<file path="config.mk">
export PLATFORM = sky130hd
export DESIGN_NAME = register_write_arbiter_flat
export DESIGN_NICKNAME = d
export VERILOG_FILES = /design/src/rtl/register_write_arbiter_if.sv /design/src/rtl/register_write_arbiter.sv /design/src/flat_wrapper.sv
export SDC_FILE = /design/constraint.sdc
export NUM_CORES = 1
export LEC_CHECK = 0
export ABC_CLOCK_PERIOD_IN_PS = 2000
export CORE_ASPECT_RATIO = 0.75
export CORE_MARGIN = 2
export CORE_UTILIZATION = 45
export DETAILED_ROUTE_END_ITERATION = 10
export DONT_BUFFER_PORTS = 1
export GPL_ROUTABILITY_DRIVEN = 1
export SKIP_CTS_REPAIR_TIMING = 1
export SLEW_MARGIN = 10
export SYNTH_ARGS = -nofsm -noshare
export SYNTH_HDL_FRONTEND = slang
export SYNTH_SLANG_ARGS = --single-unit
</file>
<file path="constraint.sdc">
create_clock -name clk -period 2 [get_ports clk]
set_input_delay 0.3 -clock clk [delete_from_list [all_inputs] [get_ports clk]]
set_output_delay 0.3 -clock clk [all_outputs]
set_load 0.01 [all_outputs]
</file>
<file path="src/rtl/register_write_arbiter_if.sv">
// register_write_arbiter_if
//   Write-path bundle between the requesters and the register write arbiter.
//   Parameters must match the arbiter instance: REQ requesters, W data bits,
//   A address bits (2**A registers).
//   Signals:
//     req_valid [REQ]    per-requester write request (level)
//     req_addr  [REQ*A]  packed addresses, requester i at [i*A +: A]
//     req_data  [REQ*W]  packed data, requester i at [i*W +: W]
//     req_ready [REQ]    one-cycle completion pulse to the granted requester
//     wr_en     [2**A]   one-hot register write strobes
//     wr_data   [W]      shared register data bus
//     grant_id           current owner, meaningful while busy
//     busy               arbiter is sequencing a write
//   Modports: master = requester side, slave = arbiter side.
interface register_write_arbiter_if #(
  parameter int REQ = 4,
  parameter int W   = 3,
  parameter int A   = 3
) ();
  localparam int ID_W = $clog2(REQ);
  localparam int NREG = 1 << A;

  logic [REQ-1:0]   req_valid;
  logic [REQ*A-1:0] req_addr;
  logic [REQ*W-1:0] req_data;
  logic [REQ-1:0]   req_ready;
  logic [NREG-1:0]  wr_en;
  logic [W-1:0]     wr_data;
  logic [ID_W-1:0]  grant_id;
  logic             busy;

  modport master (
    output req_valid, req_addr, req_data,
    input  req_ready, wr_en, wr_data, grant_id, busy
  );

  modport slave (
    input  req_valid, req_addr, req_data,
    output req_ready, wr_en, wr_data, grant_id, busy
  );
endinterface

</file>
<file path="src/rtl/register_write_arbiter.sv">
// register_write_arbiter
//   Shares the single write path of a latch-based register bank between REQ
//   requesters. One requester is granted at a time (round-robin) and each
//   write is sequenced SETUP -> STROBE -> HOLD so wr_data is stable before,
//   during and after the level-sensitive write enable.
//   Ports:
//     clk    rising-edge clock
//     reset  synchronous, active-high
//     bus    register_write_arbiter_if.slave (requests in, strobes/data out)
//   All outputs are registered.
//   Optional build macro REGWR_ARB_FIXED_PRIO_EN: requester 0 always wins
//   when valid; the others share round-robin, and rr_ptr only advances on
//   their grants.
module register_write_arbiter #(
  parameter int REQ = 4,
  parameter int W   = 3,
  parameter int A   = 3
) (
  input  logic                    clk,
  input  logic                    reset,
  register_write_arbiter_if.slave bus
);
  localparam int ID_W = $clog2(REQ);
  localparam int NREG = 1 << A;

  typedef enum logic [1:0] {IDLE, SETUP, STROBE, HOLD} state_t;

  state_t          state, state_nxt;
  logic [ID_W-1:0] rr_ptr, rr_ptr_nxt;
  logic [ID_W-1:0] winner;
  logic [A-1:0]    cap_addr, cap_addr_nxt;
  logic [W-1:0]    wr_data_q, wr_data_nxt;
  logic [NREG-1:0] wr_en_q, wr_en_nxt;
  logic [REQ-1:0]  ready_q, ready_nxt;
  logic [ID_W-1:0] grant_q, grant_nxt;
  logic            busy_q, busy_nxt;
  logic            found;

  // (base + k) mod REQ, for k in 0..REQ
  function automatic logic [ID_W-1:0] wrap_add(input logic [ID_W-1:0] base, input int k);
    int s;
    s = int'(base) + k;
    if (s >= REQ) s = s - REQ;
    return ID_W'(s);
  endfunction

  // Round-robin search starting at rr_ptr; first valid requester wins.
  always_comb begin
    winner = '0;
    found  = 1'b0;
    for (int k = 0; k < REQ; k++) begin
      if (!found && bus.req_valid[wrap_add(rr_ptr, k)]) begin
        found  = 1'b1;
        winner = wrap_add(rr_ptr, k);
      end
    end
`ifdef REGWR_ARB_FIXED_PRIO_EN
    if (bus.req_valid[0]) winner = '0;
`else
`endif
  end

  // Next state and next registered outputs. wr_data_q doubles as the
  // captured data register; grant_q doubles as the captured winner.
  always_comb begin
    state_nxt    = state;
    rr_ptr_nxt   = rr_ptr;
    cap_addr_nxt = cap_addr;
    wr_data_nxt  = wr_data_q;
    grant_nxt    = grant_q;
    busy_nxt     = busy_q;
    wr_en_nxt    = '0;
    ready_nxt    = '0;
    case (state)
      IDLE: begin
        if (found) begin
          state_nxt = SETUP;
          busy_nxt  = 1'b1;
          grant_nxt = winner;
          for (int i = 0; i < REQ; i++) begin
            if (ID_W'(i) == winner) begin
              wr_data_nxt  = bus.req_data[i*W +: W];
              cap_addr_nxt = bus.req_addr[i*A +: A];
            end
          end
        end
      end
      SETUP: begin
        state_nxt           = STROBE;
        wr_en_nxt[cap_addr] = 1'b1;
      end
      STROBE: begin
        state_nxt          = HOLD;
        ready_nxt[grant_q] = 1'b1;
      end
      HOLD: begin
        state_nxt = IDLE;
        busy_nxt  = 1'b0;
`ifdef REGWR_ARB_FIXED_PRIO_EN
        if (grant_q != '0) rr_ptr_nxt = wrap_add(grant_q, 1);
`else
        rr_ptr_nxt = wrap_add(grant_q, 1);
`endif
      end
      default: state_nxt = IDLE;
    endcase
  end

  always_ff @(posedge clk) begin
    if (reset) begin
      state     <= IDLE;
      rr_ptr    <= '0;
      cap_addr  <= '0;
      wr_data_q <= '0;
      wr_en_q   <= '0;
      ready_q   <= '0;
      grant_q   <= '0;
      busy_q    <= 1'b0;
    end else begin
      state     <= state_nxt;
      rr_ptr    <= rr_ptr_nxt;
      cap_addr  <= cap_addr_nxt;
      wr_data_q <= wr_data_nxt;
      wr_en_q   <= wr_en_nxt;
      ready_q   <= ready_nxt;
      grant_q   <= grant_nxt;
      busy_q    <= busy_nxt;
    end
  end

  assign bus.wr_en     = wr_en_q;
  assign bus.wr_data   = wr_data_q;
  assign bus.req_ready = ready_q;
  assign bus.grant_id  = grant_q;
  assign bus.busy      = busy_q;
endmodule

</file>
<file path="src/flat_wrapper.sv">
// flat-port wrapper written by rule: the top's interface ports become plain ports
module register_write_arbiter_flat 
#(
  parameter int REQ = 4,
  parameter int W   = 3,
  parameter int A   = 3
)
  (clk, reset, bus_req_valid, bus_req_addr, bus_req_data, bus_req_ready, bus_wr_en, bus_wr_data, bus_grant_id, bus_busy);
  register_write_arbiter_if #(.REQ(REQ), .W(W), .A(A)) bus_i ();
  input  logic clk;
  input  logic reset;
  input wire logic [$bits(bus_i.req_valid)-1:0] bus_req_valid;
  input wire logic [$bits(bus_i.req_addr)-1:0] bus_req_addr;
  input wire logic [$bits(bus_i.req_data)-1:0] bus_req_data;
  output wire logic [$bits(bus_i.req_ready)-1:0] bus_req_ready;
  output wire logic [$bits(bus_i.wr_en)-1:0] bus_wr_en;
  output wire logic [$bits(bus_i.wr_data)-1:0] bus_wr_data;
  output wire logic [$bits(bus_i.grant_id)-1:0] bus_grant_id;
  output wire logic [$bits(bus_i.busy)-1:0] bus_busy;
  assign bus_i.req_valid = bus_req_valid;
  assign bus_i.req_addr = bus_req_addr;
  assign bus_i.req_data = bus_req_data;
  assign bus_req_ready = bus_i.req_ready;
  assign bus_wr_en = bus_i.wr_en;
  assign bus_wr_data = bus_i.wr_data;
  assign bus_grant_id = bus_i.grant_id;
  assign bus_busy = bus_i.busy;
  register_write_arbiter #(.REQ(REQ), .W(W), .A(A)) u_core (.clk(clk), .reset(reset), .bus(bus_i));
endmodule
</file>
==> flow_summary.json, run 1 <==
{
  "synth_flop_cell": "dfxtp_1",
  "initial_core_util_pct": 47.2,
  "synth_cell_types": 32,
  "cp-start-kind": "flip-flop",
  "hp-start": "reset",
  "cts_sinks": 25,
  "routed.top_layer": "met4",
  "slowest_delay_ns": 0.72,
  "maxCapViolCount": 0,
  "grt_usage_pct": 15.4,
  "path_max_fanout": 6,
  "avgSynthCellArea_um2": 10.3,
  "grt_pass1_wl_um": 3770,
  "dp_hpwl_um": 1750,
  "rsz0062_at_grt": "no",
  "worstMarginPinSlew_ns": 0.608,
  "synthMostInstantiatedCell": "dfxtp_1",
  "wl_met2_um": 1130,
  "min-delay-path-class": "input port to flip-flop",
  "slowest_stage": "or4_1",
  "die_x_um": 64.3,
  "numPortBuffers": 0,
  "synth_area_um2": 1230,
  "core_area_um2": 2600,
  "max_clock_freq_mhz": 542,
  "slew_violations": 0,
  "ioPinCount": 48,
  "critPathBufInv": 1,
  "fin_tns_setup_ns": 0,
  "yosys.area.top_type": "dfxtp_1",
  "r2r_end": "u_core.bus.wr_data[1]$_SDFFE_PP0P_",
  "synth_fp_nets": 158,
  "gr-total-overflow": 0,
  "synthTopCellsByArea": "dfxtp_1, mux2i_1, ha_1",
  "clock_skew_ns": 0.00834,
  "drc": 0,
  "end_kind": "flip-flop",
  "met1_length_um": 1080,
  "ctsRootBufferMaster": "clkbuf_4",
  "r2r_setup_slack_ns": 0.16,
  "critPathKind": "flip-flop to flip-flop",
  "synth-edff-count": 0,
  "reg2reg_from": "u_core.state[0]$_SDFFE_PP0P_",
  "async_flop_share_pct": 0,
  "htree_levels": 1,
  "max-slew-margin-rel_pct": 59.5,
  "antenna_found_initial": 0,
  "firstDrtPassIters": 4,
  "cts_max_path_buffers": 2,
  "clock_latency_ns": 0.32,
  "finalSetupViolations": 0,
  "hold_viol_final": 0,
  "cts_buffers": 3,
  "yosysSeqAreaShare_pct": 40.7,
  "holdPathStages": 1,
  "fp-row-count": 16,
  "wl_met3_um": 177,
  "num_antenna_cells": 0,
  "status": "finished clean",
  "synth_top_area_share_pct": 40.7,
  "holdPathEnd": "u_core.bus.grant_id[1]$_SDFFE_PP0P_",
  "syn_inst": 119,
  "dp_cells": 152,
  "die_y_um": 49.3,
  "grt_max_degree": 19,
  "nNetsFinal": 161,
  "synth.yosys.warnings": 0,
  "cpLargestDelayFamily": "simple AND/OR/NAND/NOR gates",
  "min_period_over_period_pct": 92.2,
  "drt-total-wl_um": 2390,
  "via_per_inst": 5.49,
  "drt-initial-drc-count": 41,
  "p_leak_nw": 0.518,
  "wl_per_cell_um": 15.2,
  "crit_arrival_ns": 2.10,
  "final.min_clock_period_ns": 1.84,
  "crit_path_cell_trace": "inv_1 > ha_1 > o41ai_2 > or4_1 > o221ai_2",
  "die-area_um2": 3170,
  "vias": 862,
  "gp_congestion": 0.733,
  "clk_pin_slew_ns": 0.14,
  "drive_above_1_share_pct": 13.2,
  "ant_nets": 0,
  "power.density_nw_per_um2": 978,
  "area.growth.synth_to_final_pct": 6.52,
  "grt_pass1_vias": 807,
  "synthTopCellsByCount": "dfxtp_1, mux2i_1, nor2_1, ha_1",
  "cp.required_ns": 2.26,
  "final_cells": 157,
  "r2r_cells": 5,
  "cts_tree": "built",
  "ys_ff_latch": 25,
  "peakVddDrop_mv": 0.501
}
## registers in the layout (all words and copies together), names as in the netlist
signal and cells:
u_core.bus.wr_en 8, u_core.bus.req_ready 4, u_core.bus.wr_data 3, u_core.cap_addr 3, u_core.bus.grant_id 2, u_core.rr_ptr 2, u_core.state 2, u_core.bus.busy 1
## layer usage
layer | vias up | global-route usage, %
met4 | 0 | 2.13
met2 | 29 | 26.7
met1 | 401 | 18.2
li1 | 430 | -
met3 | 2 | 6.47
met5 | - | 0
## kinds of logic after synthesis
group                    synth area share [%]
multiplexers                             12.3
adder cells (fa/ha/maj)                  9.17
flip-flops                               40.7
AO/OA/AOI/OAI                            14.9
AND/OR/NAND/NOR                          18.5
buffers and inverters                    4.38
## how the worst max path moves through the flow
| stage | endpoint | slack (ns) | depth (start not counted) | from |
|---|---|---|---|---|
| CTS | u_core.cap_addr[2]$_SDFFE_PP0P_ | 0.12 | 4 | u_core.rr_ptr[1]$_SDFFE_PP0P_ |
| global route | u_core.bus.wr_data[2]$_SDFFE_PP0P_ | 0.06 | 5 | u_core.state[1]$_SDFFE_PP0P_ |
| detailed placement | u_core.cap_addr[2]$_SDFFE_PP0P_ | 0.14 | 4 | u_core.rr_ptr[1]$_SDFFE_PP0P_ |
| finish | u_core.bus.wr_data[1]$_SDFFE_PP0P_ | 0.16 | 5 | u_core.state[0]$_SDFFE_PP0P_ |
| global placement | u_core.bus.wr_data[1]$_SDFFE_PP0P_ | 0.23 | 5 | u_core.state[0]$_SDFFE_PP0P_ |
| floorplan | u_core.bus.wr_data[1]$_SDFFE_PP0P_ | 0.40 | 6 | u_core.state[0]$_SDFFE_PP0P_ |
## cell type report
cell class | count | area (um2)
repair buffers | 2 | 17.5
fillers | 252 | 1290
well taps | 36 | 45.0
inverters | 6 | 22.5
clock buffers | 3 | 22.5
multi-input cells | 84 | 693
clock inverters | 1 | 7.51
flip-flops and latches | 25 | 500
## where the power goes
part / switching (mW) / internal (mW)
clock: 0.151 / 0.0764
sequential: 0.0922 / 0.576
combinational: 0.208 / 0.176
## placed cells by master (no fill, tap or decap), types with 2 or more instances in the layout
cell type,netlist,routed
a21oi_1,5,5
and2_1,4,4
clkbuf_4,0,3
dfxtp_1,25,25
ha_1,9,9
inv_1,6,6
mux2i_1,14,14
nand2_1,5,5
nand2b_1,3,3
nand3_1,2,2
nand3b_1,7,7
nor2_1,11,11
nor3_1,2,2
o221ai_2,7,6
## metrics by stage
step | total power [mW] | hold WS, ns | util (%) | worst slack [ns] | cell area, um2
2_1_floorplan | 0.971 | 0.473 | - | 0.402 | 1230
3_3_place_gp | 1.05 | 0.372 | 48.3 | 0.226 | 1260
3_5_place_dp | 1.06 | 0.374 | 48.3 | 0.137 | 1260
4_1_cts | 1.29 | 0.0137 | 49.5 | 0.124 | 1290
5_1_grt | 1.38 | 0.00111 | 50.3 | 0.0587 | 1310
6_report | 1.28 | 0.0338 | 50.3 | 0.156 | 1310
Note: power is estimated with default switching activity, not from simulation.
==> run 2: changes to the inputs <==
--- a/config.mk
+++ b/config.mk
@@ -12,6 +12,7 @@
 export DETAILED_ROUTE_END_ITERATION = 10
 export DONT_BUFFER_PORTS = 1
 export GPL_ROUTABILITY_DRIVEN = 1
+export RECOVER_POWER = 25
 export SKIP_CTS_REPAIR_TIMING = 1
 export SLEW_MARGIN = 10
 export SYNTH_ARGS = -nofsm -noshare
==> results of run 2 <==
Same layout as run 1: the final DEF is identical, and so are final timing and power.
